$ cat src/rtl/dco_update_seq.sv
// Glitch-safe DCO code update sequencer: gates the DCO output clock, applies
// the new codes, waits a settle interval and only then ungates the clock.
module dco_update_seq #(
  parameter int unsigned GATE_CYCLES   = 4,
  parameter int unsigned SETTLE_CYCLES = 64
) (
  input  logic       clk,
  input  logic       rst,
  input  logic [5:0] cc_sel_i,
  input  logic [5:0] fc_sel_i,
  input  logic [2:0] div_sel_i,
  input  logic [1:0] freq_sel_i,
  output logic [5:0] cc_sel_o,
  output logic [5:0] fc_sel_o,
  output logic [2:0] div_sel_o,
  output logic [1:0] freq_sel_o,
  output logic       clk_en_o,
  output logic       busy_o,
  output logic [7:0] upd_cnt_o
);

  typedef enum logic [1:0] {
    S_IDLE,
    S_GATE,
    S_APPLY,
    S_SETTLE
  } state_t;

  localparam logic [7:0] GATE_LOAD   = 8'(GATE_CYCLES - 1);
  localparam logic [7:0] SETTLE_LOAD = 8'(SETTLE_CYCLES - 1);

  state_t     r_state;
  state_t     w_state_nxt;
  logic [7:0] r_cnt;
  logic [7:0] w_cnt_nxt;
  logic [5:0] r_cc;
  logic [5:0] r_fc;
  logic [2:0] r_div;
  logic [1:0] r_freq;
  logic       r_clk_en;
  logic       r_busy;
  logic [7:0] r_upd_cnt;
  logic       w_mismatch;
  logic       w_apply;

  assign w_mismatch = ({cc_sel_i, fc_sel_i, div_sel_i, freq_sel_i} !=
                       {r_cc, r_fc, r_div, r_freq});

  always_comb begin
    w_state_nxt = r_state;
    w_cnt_nxt   = r_cnt;
    w_apply     = 1'b0;
    case (r_state)
      S_IDLE: begin
        if (w_mismatch) begin
          w_state_nxt = S_GATE;
          w_cnt_nxt   = GATE_LOAD;
        end
      end
      S_GATE: begin
        if (r_cnt == '0) w_state_nxt = S_APPLY;
        else             w_cnt_nxt   = r_cnt - 8'd1;
      end
      S_APPLY: begin
        w_apply     = 1'b1;
        w_cnt_nxt   = SETTLE_LOAD;
        w_state_nxt = S_SETTLE;
      end
      S_SETTLE: begin
        // A pending change re-applies straight away: the clock is already gated.
        if (r_cnt == '0) w_state_nxt = w_mismatch ? S_APPLY : S_IDLE;
        else             w_cnt_nxt   = r_cnt - 8'd1;
      end
      default: w_state_nxt = S_IDLE;
    endcase
  end

  always_ff @(posedge clk or posedge rst) begin
    if (rst) begin
      r_state   <= S_SETTLE;
      r_cnt     <= SETTLE_LOAD;
      r_cc      <= 6'h3F;
      r_fc      <= 6'h3F;
      r_div     <= 3'b100;
      r_freq    <= 2'b11;
      r_clk_en  <= 1'b0;
      r_busy    <= 1'b1;
      r_upd_cnt <= '0;
    end else begin
      r_state <= w_state_nxt;
      r_cnt   <= w_cnt_nxt;
      // Gate control comes straight from a flop so it cannot glitch on state decode.
      r_clk_en <= (w_state_nxt == S_IDLE);
      r_busy   <= (w_state_nxt != S_IDLE);
      if (w_apply) begin
        r_cc      <= cc_sel_i;
        r_fc      <= fc_sel_i;
        r_div     <= div_sel_i;
        r_freq    <= freq_sel_i;
        r_upd_cnt <= r_upd_cnt + 8'd1;
      end
    end
  end

  assign cc_sel_o   = r_cc;
  assign fc_sel_o   = r_fc;
  assign div_sel_o  = r_div;
  assign freq_sel_o = r_freq;
  assign clk_en_o   = r_clk_en;
  assign busy_o     = r_busy;
  assign upd_cnt_o  = r_upd_cnt;

endmodule

$ cat config.mk
export PLATFORM = sky130hd
export DESIGN_NAME = dco_update_seq
export DESIGN_NICKNAME = d
export VERILOG_FILES = /design/src/rtl/dco_update_seq.sv
export SDC_FILE = /design/constraint.sdc
export NUM_CORES = 1
export LEC_CHECK = 0
export BUFFER_PORTS_ARGS = -buffer_cell sky130_fd_sc_hd__buf_4
export CAP_MARGIN = 10
export CORE_UTILIZATION = 30
export CTS_BUF_LIST = sky130_fd_sc_hd__clkbuf_2 sky130_fd_sc_hd__clkbuf_4 sky130_fd_sc_hd__clkbuf_8
export DETAILED_ROUTE_END_ITERATION = 12
export PLACE_DENSITY = 0.58
export SETUP_SLACK_MARGIN = 0.2
export SLEW_MARGIN = 40
export SYNTH_ARGS = -nofsm -noshare
export SYNTH_HDL_FRONTEND = slang
export SYNTH_SLANG_ARGS = --single-unit
export TNS_END_PERCENT = 50
$ cat constraint.sdc
create_clock -name clk -period 1.98 [get_ports clk]
set_input_delay 0.297 -clock clk [delete_from_list [all_inputs] [get_ports clk]]
set_output_delay 0.297 -clock clk [all_outputs]
set_load 0.1 [all_outputs]
=== Yosys cells after proc, flatten, opt, wreduce, memory -nomap -nowiden ===
Index checks and enable logic that the tools add are counted.

* Output and inout port bits: 27
* Flip-flop bits (word level): 37
* Logic and storage cells: 32
* Bits of input ports: 19

* Add/subtract/negate cells: 2
* Equality and inequality tests: 6
* Reduce and logical (&&, ||, !) cells: 6
* Mux-type cells: 9

{| class="wikitable"
|+ Operators with widths
! operator !! number
|-
| $pmux W8 S3 || 1
|-
| $ne A17 B17 Y1 || 1
|-
| $mux W8 || 2
|-
| $add A8 B1 Y8 const B || 1
|-
| $logic_not A8 Y1 || 1
|-
| $mux W2 || 4
|-
| $pmux W2 S4 || 1
|-
| $sub A8 B1 Y8 const B || 1
|-
| $eq A2 B2 Y1 const B || 2
|-
| $logic_not A2 Y1 || 2
|-
| $ne A2 B2 Y1 const B || 2
|-
| $eq A2 B1 Y1 const B || 1
|-
| $reduce_and A2 Y1 || 1
|-
| $reduce_bool A2 Y1 || 1
|-
| $reduce_or A2 Y1 || 1
|-
| $mux W1 || 1
|}

=== Depth between registers and ports, before layout ===
Gate-level depths: netlist of run 1.

* Word-level depth: 5
* Gate-level depth with buffers: 8
* Depth with buffers taken out: 7

=== Worst setup path before layout of run 1 ===
No wires, ideal clock.

* Path type: register -> register
* From: reg r_div[0], in the netlist div_sel_o[0]
* To: reg r_busy, in the netlist busy_o
* Slack: -10 ps
* Data arrival time: 1908 ps
* Library setup time: 82 ps
* Path buffers: 0
* Stages on the path, launching flop included: 6
* Period minus slack after synthesis: 1990 ps
* Required time: 1898 ps
* Path through: dfrtp_1 > xnor2_1 > nand4_1 > nor3_4 > nand2_1 > or2_1

* Longest elaborated chain between the ends: 5
* Elaborated cells between the ends (all ways): 6
* Those cells by class: eq/ne: 1; mux: 4; reduce/logical: 1

{| class="wikitable"
|+ RTL lines
! element !! line !! text
|-
| from (decl) || 38 || <nowiki>logic [2:0] r_div;</nowiki>
|-
| from (signal assigned) || 98 || <nowiki>r_div <= div_sel_i;</nowiki>
|-
| $ne A17 B17 Y1 * || 46 || <nowiki>assign w_mismatch = ({cc_sel_i, fc_sel_i, div_sel_i, freq_sel_i} !=</nowiki>
|-
| $mux W2 (2 in series) || 71 || <nowiki>if (r_cnt == '0) w_state_nxt = w_mismatch ? S_APPLY : S_IDLE;</nowiki>
|-
| $pmux W2 S4 * || 53 || <nowiki>case (r_state)</nowiki>
|-
| $reduce_bool A2 Y1 * || 94 || <nowiki>r_busy <= (w_state_nxt != S_IDLE);</nowiki>
|-
| to (signal assigned) || 94 ||
|-
| to (decl) || 41 || <nowiki>logic r_busy;</nowiki>
|}

Mark *: on every way between the ends. The rest lies on a longest branch, timed or not.
A chain may end at the register's enable or synchronous reset.

=== Final worst setup path of run 1 ===
* From: reg r_freq[1], in the netlist freq_sel_o[1]
* To: reg r_busy, in the netlist busy_o

* Longest elaborated chain between the ends: 5
* Elaborated cells between the ends (all ways): 6
* Those cells by class: eq/ne: 1; mux: 4; reduce/logical: 1

{| class="wikitable"
|+ RTL lines
! element !! line !! text
|-
| from (decl) || 39 || <nowiki>logic [1:0] r_freq;</nowiki>
|-
| from (signal assigned) || 99 || <nowiki>r_freq <= freq_sel_i;</nowiki>
|-
| $ne A17 B17 Y1 * || 46 ||
|-
| $mux W2 (2 in series) || 71 ||
|-
| $pmux W2 S4 * || 53 ||
|-
| $reduce_bool A2 Y1 * || 94 ||
|}

Marks and branches as above.

==> results of run 1 <==
## timing repair
action | CTS | global route
endpoints found under the setup margin | 0 | 7
endpoints found under the hold margin | 0 | 0
setup buffers | 0 | 2
gates resized for setup | 0 | 11
hold buffers | 0 | 0
## worst paths after layout
path	depth (start not counted)	to	start
hold / removal	3	upd_cnt_o[6]	rst
max in group asynchronous	3	div_sel_o[0]	rst
min in group clk	2	freq_sel_o[0]	freq_sel_i[0]
hold reg to reg	1	upd_cnt_o[7]	upd_cnt_o[7]
setup / recovery	5	busy_o	freq_sel_o[1]
setup reg to reg	5	busy_o	freq_sel_o[1]
## metrics by stage
stage / worst slack (ns) / power (mW) / hold slack (ns) / utilization (%)
CTS: 0.210 / 1.64 / 0.135 / 41.7
global route: 0.173 / 1.69 / 0.171 / 43.0
detailed placement: 0.233 / 0.843 / 0.445 / 39.4
global placement: 0.219 / 0.842 / 0.446 / 39.4
floorplan: 0.190 / 0.799 / 0.449 / -
finish: 0.301 / 1.62 / 0.115 / 43.0
## layer usage
| layer | up-vias | global-route usage (%) | share of wire, % |
|---|---|---|---|
| li1 | 667 | - | - |
| met1 | 659 | 16.3 | 46 |
| met2 | 42 | 18.9 | 47 |
| met3 | 4 | 3.82 | 6.2 |
| met4 | 0 | 4.82 | 1.1 |
| met5 | - | 0 | 0 |
## sequential cells by signal, summed over array words and instances (netlist names)
name	flops
r_cnt	8
freq_sel_o	2
fc_sel_o	6
r_state	2
busy_o	1
cc_sel_o	6
div_sel_o	3
clk_en_o	1
upd_cnt_o	8
## cells in the mapped netlist
cell type	instances	area, um2
nand4_1	7	43.8
buf_6	1	11.3
o21ai_1	3	15.0
a311oi_1	1	8.76
or2_1	1	6.26
o22a_1	1	8.76
dfstp_2	24	631
a41o_1	1	10.0
a2bb2oi_1	1	8.76
a31oi_1	2	12.5
xor2_1	4	35.0
nor3b_2	1	12.5
nand3_1	4	20.0
or2_2	1	6.26
a41oi_1	1	8.76
o21ai_0	1	5.00
xnor2_1	20	175
nand2b_1	2	12.5
a21oi_1	4	20.0
inv_1	5	18.8
nor3_2	1	10.0
o311a_1	1	10.0
nor2_2	1	6.26
ha_1	3	37.5
mux2i_1	1	10.0
and2_1	1	6.26
nand2_1	10	37.5
nor4_1	2	12.5
nor3_4	1	16.3
nor3_1	2	10.0
mux2_2	18	203
nor2b_1	2	12.5
a22oi_1	2	15.0
dfrtp_1	13	325
or3_1	1	6.26
and3_1	1	6.26
nor2_1	8	30.0
or3_4	1	11.3
buf_2	4	20.0
o21a_1	1	7.51
## logic make-up after synthesis
group	synth area share [%]
adder cells (fa/ha/maj)	2.01
buffers and inverters	2.69
AND/OR/NAND/NOR	14.3
AO/OA/AOI/OAI	6.98
flip-flops	51.3
XOR/XNOR	11.3
multiplexers	11.4
## power groups by stage
| stage | Combinational, mW | Sequential, mW | Clock (mW) |
|---|---|---|---|
| 2_1_floorplan | 0.0299 | 0.769 | 0 |
| 3_3_place_gp | 0.0728 | 0.769 | 0 |
| 3_5_place_dp | 0.0737 | 0.769 | 0 |
| 4_1_cts | 0.0739 | 0.757 | 0.811 |
| 5_1_grt | 0.0877 | 0.757 | 0.843 |
| 6_report | 0.0784 | 0.757 | 0.788 |
## worst max-delay path: cells and delay by family, from the launching register on
| family | cells | cell delay [ns] |
|---|---|---|
| simple gates | 4 | 0.86 |
| flops | 1 | 0.64 |
| xor+xnor | 1 | 0.11 |
## cell type report
class                           count  area [um2]  share of cell area [%]
Timing Repair Buffer               50         375                    14.6
Inverter                            5        18.8                   0.732
Clock inverter                      3        68.8                    2.68
Sequential cell                    37        1010                    39.4
Clock buffer                        5        68.8                    2.68
Tap cell                           75        93.8                    3.66
Multi-Input combinational cell    112         927                    36.2
==> results.cfg, run 1 <==
[logic_synthesis]
yosys_warnings = 0
synth_cells = 159
synthDistinctLibCells = 40
syn-cell-area_um2 = 1860
ys_seq_area_share_pct = 51.3
synth_fp_nets = 181
synth_seq_cells = 37
synth_area_per_cell_um2 = 11.7

[run]
drv_cap = 0

[clock_tree]
cts_max_path_buffers = 2
cts_made_buffers = 5
cts_tree = built
insertion_delay_ns = 0.29
clock-sinks = 37
clockRootBuffer = clkbuf_8
clk_pin_slew_worst_paths_ns = 0.08
cts_htree_levels = 2

[worst_setup_path]
start_kind = flip-flop
worst-endpoint-arrival_ns = 1.89
worst-endpoint-required_ns = 2.19
cp_cell_sequence = xnor2_2 -> nand4_1 -> nor3_4 -> nand2_2 -> or2_1
cpMaxStageDelayCell = dfstp_4
cp-end-kind = flip-flop
slowest_delay_ns = 0.64
path_max_fanout = 7
crit_type = reg2reg
regToRegSetupSlack_ns = 0.30

[sta]
setup_violations = 0
fin_crit_sh_pct = 84.8
slew_viol_final = 0
finalClockSkew_ns = 0.00935
rsz0062_at_grt = yes
period_minus_slack_ns = 1.68
relSlewSlack_pct = 68.5
worst_pin_slew_ns = 0.468
timing.fmax_mhz = 595
tns_ns = 0
final_hold_viol_count = 0

[grt]
grt_overflow = 0
grt_max_degree = 38
grt.total_usage_pct = 12.4
antenna_found_initial = 0
grt_pass1_wl_um = 6220
grt_pass1_vias = 1331

[finish]
final_common_cell = buf_4
syn_to_final_growth_pct = 37.6
fin_area_um2 = 2560
drive_above_1_share_pct = 56.1
fillers = 576
final_cell_mix = buf_4, mux2_2, xnor2_1, dfstp_4, dfrtp_1
n_antenna_cell = 0
fin_cells = 287
nets = 233

[route]
drt_first_iter_violations = 57
drtAntennaViolNets = 0
routedWlPerCell_um = 12.9
wl_um = 3710
first_pass_iters = 4
drc = 0
via_per_inst = 4.78
via_count = 1372

[die]
dieArea_um2 = 6530
core_area_um2 = 5960
die_h_um = 80.8
start_util_pct = 31.3
placementRows = 28
die_x_um = 80.8
ios = 46

[pwr]
switching_share_pct = 19.7
switchingPower_uw = 319
pwr-share-seq_pct = 46.6
leakage_nw = 1.13
powerDensity_nw_per_um2 = 633
power_frac_clock_pct = 48.6
internal-power_mw = 1.30
irDropWorstVdd_uv = 376
comb_power_share_pct = 4.8

[worst_hold_path]
hp-class = in2async

[placed_design]
port_buffers = 45
dp.final_hpwl_um = 2660
place.gp.congestion = 0.794
post-place-cells = 277
placed_area_um2 = 2350

[run_status]
run_status = finished, final reports clean
(Power assumes the default switching activity.)
==> inputs of run 2 (changes only) <==
==> constraint.sdc (replaced) <==
create_clock -name clk -period 1.7 [get_ports clk]
set_input_delay 0.255 -clock clk [delete_from_list [all_inputs] [get_ports clk]]
set_output_delay 0.255 -clock clk [all_outputs]
set_load 0.1 [all_outputs]
==> run 2 against run 1 <==
Compared with the run above:
- highest routed layer is now met3
- utilization rose by 1.4 points
- via count rose by 2.0%
- power rose by 0.36%
==> results.cfg, run 2 (synthesized netlist as in run 1, its figures left out) <==
[run_status]
run_status = finished, final reports clean

[finish]
final_cell_mix = buf_4, mux2_2, xnor2_1
fillers = 552
final_common_cell = buf_4
drive_above_1_share_pct = 59.6
n_antenna_cell = 0
syn_to_final_growth_pct = 42.2
fin_area_um2 = 2650
nets = 244
utilization_pct = 44.5

[placed_design]
dp.final_hpwl_um = 2690
port_buffers = 45
place.gp.congestion = 0.771
placed_area_um2 = 2410

[route]
drt_first_iter_violations = 72
via_per_inst = 4.69
drtAntennaViolNets = 0
first_pass_iters = 4
wl_um = 3860
drc = 0
routedWlPerCell_um = 12.9
via_count = 1399

[sta]
final_hold_viol_count = 0
finalClockSkew_ns = 0.0103
slew_viol_final = 0
fin_crit_sh_pct = 97.3
rsz0062_at_grt = yes
setup_violations = 0
relSlewSlack_pct = 68.6
worst_pin_slew_ns = 0.471
period_minus_slack_ns = 1.65
timing.fmax_mhz = 605
tns_ns = 0

[run]
drv_cap = 0

[clock_tree]
cts_hold_buf = 0
cts_htree_levels = 2
cts_tree = built
clk_pin_slew_worst_paths_ns = 0.08
clock-sinks = 37
cts_max_path_buffers = 2
clockRootBuffer = clkbuf_8
cts_made_buffers = 5
insertion_delay_ns = 0.28

[worst_setup_path]
worst-endpoint-required_ns = 1.92
crit_type = reg2reg
path_max_fanout = 5
start_kind = flip-flop
cpMaxStageDelayCell = dfstp_4
cp_cell_sequence = xnor2_2 -> nand4_1 -> nor3_4 -> nand2_2 -> or2_1
worst-path-buf-inv = 0
worst-endpoint-arrival_ns = 1.87
cp-end-kind = flip-flop
crit_family = simple AND/OR/NAND/NOR gates
slowest_delay_ns = 0.64

[pwr]
p_total_mw = 1.63
leakage_nw = 1.17
pwr-share-seq_pct = 54.1
switchingPower_uw = 357
comb_power_share_pct = 5.3
switching_share_pct = 21.9
internal-power_mw = 1.27
powerDensity_nw_per_um2 = 615
irDropWorstVdd_uv = 362
power_frac_clock_pct = 40.6

[grt]
grt_pass1_vias = 1453
grt.total_usage_pct = 12.8
grt_pass1_wl_um = 6490
grt_max_degree = 38
antenna_found_initial = 0
grt_overflow = 0

[die]
dieArea_um2 = 6530
ios = 46
start_util_pct = 31.3
core_area_um2 = 5960
die_x_um = 80.8
die_h_um = 80.8
placementRows = 28

[worst_hold_path]
hp-class = in2async
## run 2: changes by cell type in the layout (fill, tap and decap cells not counted), moves of 2 or more
cell and delta:
bufinv_16 -2, xnor2_1 +3, xnor2_2 -3, buf_12 +3, dfrtp_1 -2, nor2_1 -2, nor2_2 +2, buf_4 +7
dfrtp_2 +2
## run 2: power groups by stage
stage	combinational (mW)	clock, mW	sequential (mW)
after floorplan	0.0348	0	0.896
after global placement	0.0850	0	0.896
after detailed placement	0.0850	0	0.896
after CTS	0.0865	0.690	0.881
after global routing	0.0963	0.724	0.881
final	0.0862	0.662	0.881
## run 2: timing repair
| action | CTS | global route |
|---|---|---|
| setup buffers | 2 | 5 |
| endpoints found under the setup margin | 13 | 34 |
| gates resized for setup | 3 | 18 |
| pin swaps | 4 | 9 |
## run 2: worst paths after layout
path                                    from           end  slack (ns)  depth (start not counted)
worst min register to register  upd_cnt_o[7]  upd_cnt_o[7]        0.48                          1
worst max register to register   fc_sel_o[3]        busy_o        0.05                          5
worst max-delay path             fc_sel_o[3]        busy_o        0.05                          5
min in group clk                div_sel_i[2]  div_sel_o[2]        0.22                          2
worst min-delay path                     rst      r_cnt[6]        0.09                          3
max in group asynchronous                rst      r_cnt[0]        1.24                          3
## run 2: worst min-delay path, cell delays in order
cell and delay (ns):
buf_4 0.11, inv_1 0.05, buf_4 0.40
## run 2: through the flow
step | worst slack (ns) | std cells | hold WS, ns
6_report | 0.0463 | 298 | 0.0869
5_1_grt | -0.0222 | 298 | 0.130
4_1_cts | 0.0172 | 293 | 0.104
3_5_place_dp | 0.0400 | 283 | 0.420
3_3_place_gp | 0.0448 | 283 | 0.409
2_1_floorplan | -0.0560 | 159 | 0.407
## run 2: routing by layer
metal | routed length (um) | global-route usage [%]
met3 | 98 | 3.15
met4 | 0 | 4.11
met1 | 1730 | 14.8
met2 | 2030 | 23.1
met5 | 0 | 0
## run 2: final cells by class
cell class	instances	area, um2	share of cell area, %
Multi-Input combinational cell	112	923	34.8
Inverter	5	18.8	0.708
Sequential cell	37	1020	38.4
Clock inverter	1	7.51	0.283
Timing Repair Buffer	61	499	18.8
Clock buffer	7	90.1	3.40
Tap cell	75	93.8	3.54
==> inputs of run 3 (changes only) <==
--- a/config.mk
+++ b/config.mk
@@ -7,10 +7,10 @@
 export LEC_CHECK = 0
 export BUFFER_PORTS_ARGS = -buffer_cell sky130_fd_sc_hd__buf_4
 export CAP_MARGIN = 10
-export CORE_UTILIZATION = 30
+export CORE_UTILIZATION = 55
 export CTS_BUF_LIST = sky130_fd_sc_hd__clkbuf_2 sky130_fd_sc_hd__clkbuf_4 sky130_fd_sc_hd__clkbuf_8
 export DETAILED_ROUTE_END_ITERATION = 12
-export PLACE_DENSITY = 0.58
+export PLACE_DENSITY = 0.9
 export SETUP_SLACK_MARGIN = 0.2
 export SLEW_MARGIN = 40
 export SYNTH_ARGS = -nofsm -noshare
==> run 3 against run 2 <==
Compared with the run above:
- the flow now finishes with violations (setup timing)
- largest power group unchanged
- setup slack got worse by 0.22 ns
- critical path depth unchanged
- utilization increased by 45 points
- register-to-register slack got worse by 0.22 ns
- power increased by 7.6%
==> results.cfg, run 3 (synthesized netlist as in run 1, its figures left out) <==
[run_status]
run_status = finished, violations left
violations = setup timing

[clock_tree]
cts_hold_buf = 0
clock-sinks = 37
insertion_delay_ns = 0.37
clockRootBuffer = clkbuf_4
cts_tree = built
cts_max_path_buffers = 2
cts_htree_levels = 2
clk_pin_slew_worst_paths_ns = 0.13
cts_made_buffers = 5

[worst_setup_path]
path_max_fanout = 7
crit_type = reg2reg
worst-endpoint-arrival_ns = 2.17
cp_cell_sequence = xnor2_2 -> nand4_1 -> nor3_4 -> nand2_2 -> or2_1
slowest_delay_ns = 0.67
regToRegSetupSlack_ns = -0.17
start_kind = flip-flop
cpMaxStageDelayCell = dfstp_4
worst-path-buf-inv = 0
cp-end-kind = flip-flop
worst-endpoint-required_ns = 2.00
crit_family = simple AND/OR/NAND/NOR gates

[placed_design]
dp.final_hpwl_um = 3000
post-place-cells = 249
pre_cts_ws_ns = -0.0479
port_buffers = 45
place.gp.congestion = 0.959

[sta]
tns_ns = -1.09
period_minus_slack_ns = 1.87
timing.fmax_mhz = 534
setup_violations = 10
finalClockSkew_ns = 0.0187
fin_crit_sh_pct = 110
slew_viol_final = 0
relSlewSlack_pct = 66.1
fin_ws_ns = -0.173
rsz0062_at_grt = yes
final_hold_viol_count = 0
worst_pin_slew_ns = 0.504

[finish]
final_cell_mix = buf_4, mux2_2, xnor2_1
fillers = 115
fin_cells = 270
final_common_cell = buf_4
regArea_um2 = 1020
utilization_pct = 89.1
nets = 247
syn_to_final_growth_pct = 49.6
drive_above_1_share_pct = 62.4
n_antenna_cell = 0
multi_input_area_um2 = 947

[grt]
antenna_found_initial = 0
grt_max_degree = 38
grt_overflow = 0
grt_pass1_wl_um = 7870
grt_pass1_vias = 1627
grt.total_usage_pct = 30.7

[die]
ios = 46
placementRows = 20
core_area_um2 = 3130
dieArea_um2 = 3620
start_util_pct = 59.6
die_x_um = 60.2
die_h_um = 60.2

[pwr]
leakage_nw = 1.24
powerDensity_nw_per_um2 = 629
irDropWorstVdd_uv = 530
p_total_mw = 1.75

[route]
routedWlPerCell_um = 21.9
drtAntennaViolNets = 0
drt_first_iter_violations = 106
wl_um = 5920
first_pass_iters = 4
via_count = 1619
via_per_inst = 6.00
drc = 0

[worst_hold_path]
hp-class = in2async

[run]
drv_cap = 0
-- run 3: cell types whose count changed in the layout (fill, tap and decap cells not counted), moves of 2 or more --
cell       change
buf_6          +7
buf_4         -15
clkbuf_8       -6
buf_8          +8
clkbuf_4       +4
buf_12         +3
bufinv_16      +2
-- run 3: worst paths after layout --
kind,start,to,depth (start not counted)
setup / recovery,fc_sel_o[3],busy_o,5
hold reg to reg,upd_cnt_o[7],upd_cnt_o[7],1
min in group clk,div_sel_i[0],div_sel_o[0],2
hold / removal,rst,div_sel_o[0],3
setup reg to reg,fc_sel_o[3],busy_o,5
max in group asynchronous,rst,fc_sel_o[5],3
-- run 3: metal layers --
layer	up-vias	wire, um	GRT usage (%)
met5	-	0	0
met4	0	239	13.6
met3	21	410	7.36
met2	94	3190	55.3
met1	815	2080	33.7
li1	689	-	-
-- run 3: power breakdown --
| part | leakage, nW | total [mW] | internal [mW] | switching (mW) |
|---|---|---|---|---|
| logic | 0.753 | 0.0950 | 0.0462 | 0.0487 |
| registers | 0.428 | 0.882 | 0.881 | 0.000589 |
| clock network | 0.0552 | 0.775 | 0.455 | 0.320 |
| total | 1.24 | 1.75 | 1.38 | 0.370 |
-- run 3: per-stage QoR --
step | cell area [um2] | hold slack [ns]
detailed placement | 2340 | 0.393
floorplan | 1930 | 0.407
finish | 2790 | 0.00979
CTS | 2620 | 0.00259
global route | 2790 | 0.0333
global placement | 2340 | 0.383
-- run 3: worst register-to-register path, delay by kind of cell (launching register included) --
kind	cells	cell delay, ns
xor gates and xnor gates	1	0.15
and+or+nand+nor	4	0.98
DFF	1	0.67
-- run 3: final cells by class --
type                    instances  share of cell area (%)
clock buffers                   5                    1.35
clock inverters                 3                    2.33
inverters                       5                   0.674
multi-input cells             112                    34.0
flip-flops and latches         37                    36.5
well taps                      44                    1.98
repair buffers                 64                    23.2
-- run 3: timing repair --
item | in CTS | in global routing
setup buffers | 12 | 1
gates resized for setup | 20 | 40
pin swaps | 12 | 10
hold endpoints to repair | 0 | 0
endpoints found under the setup margin | 37 | 29
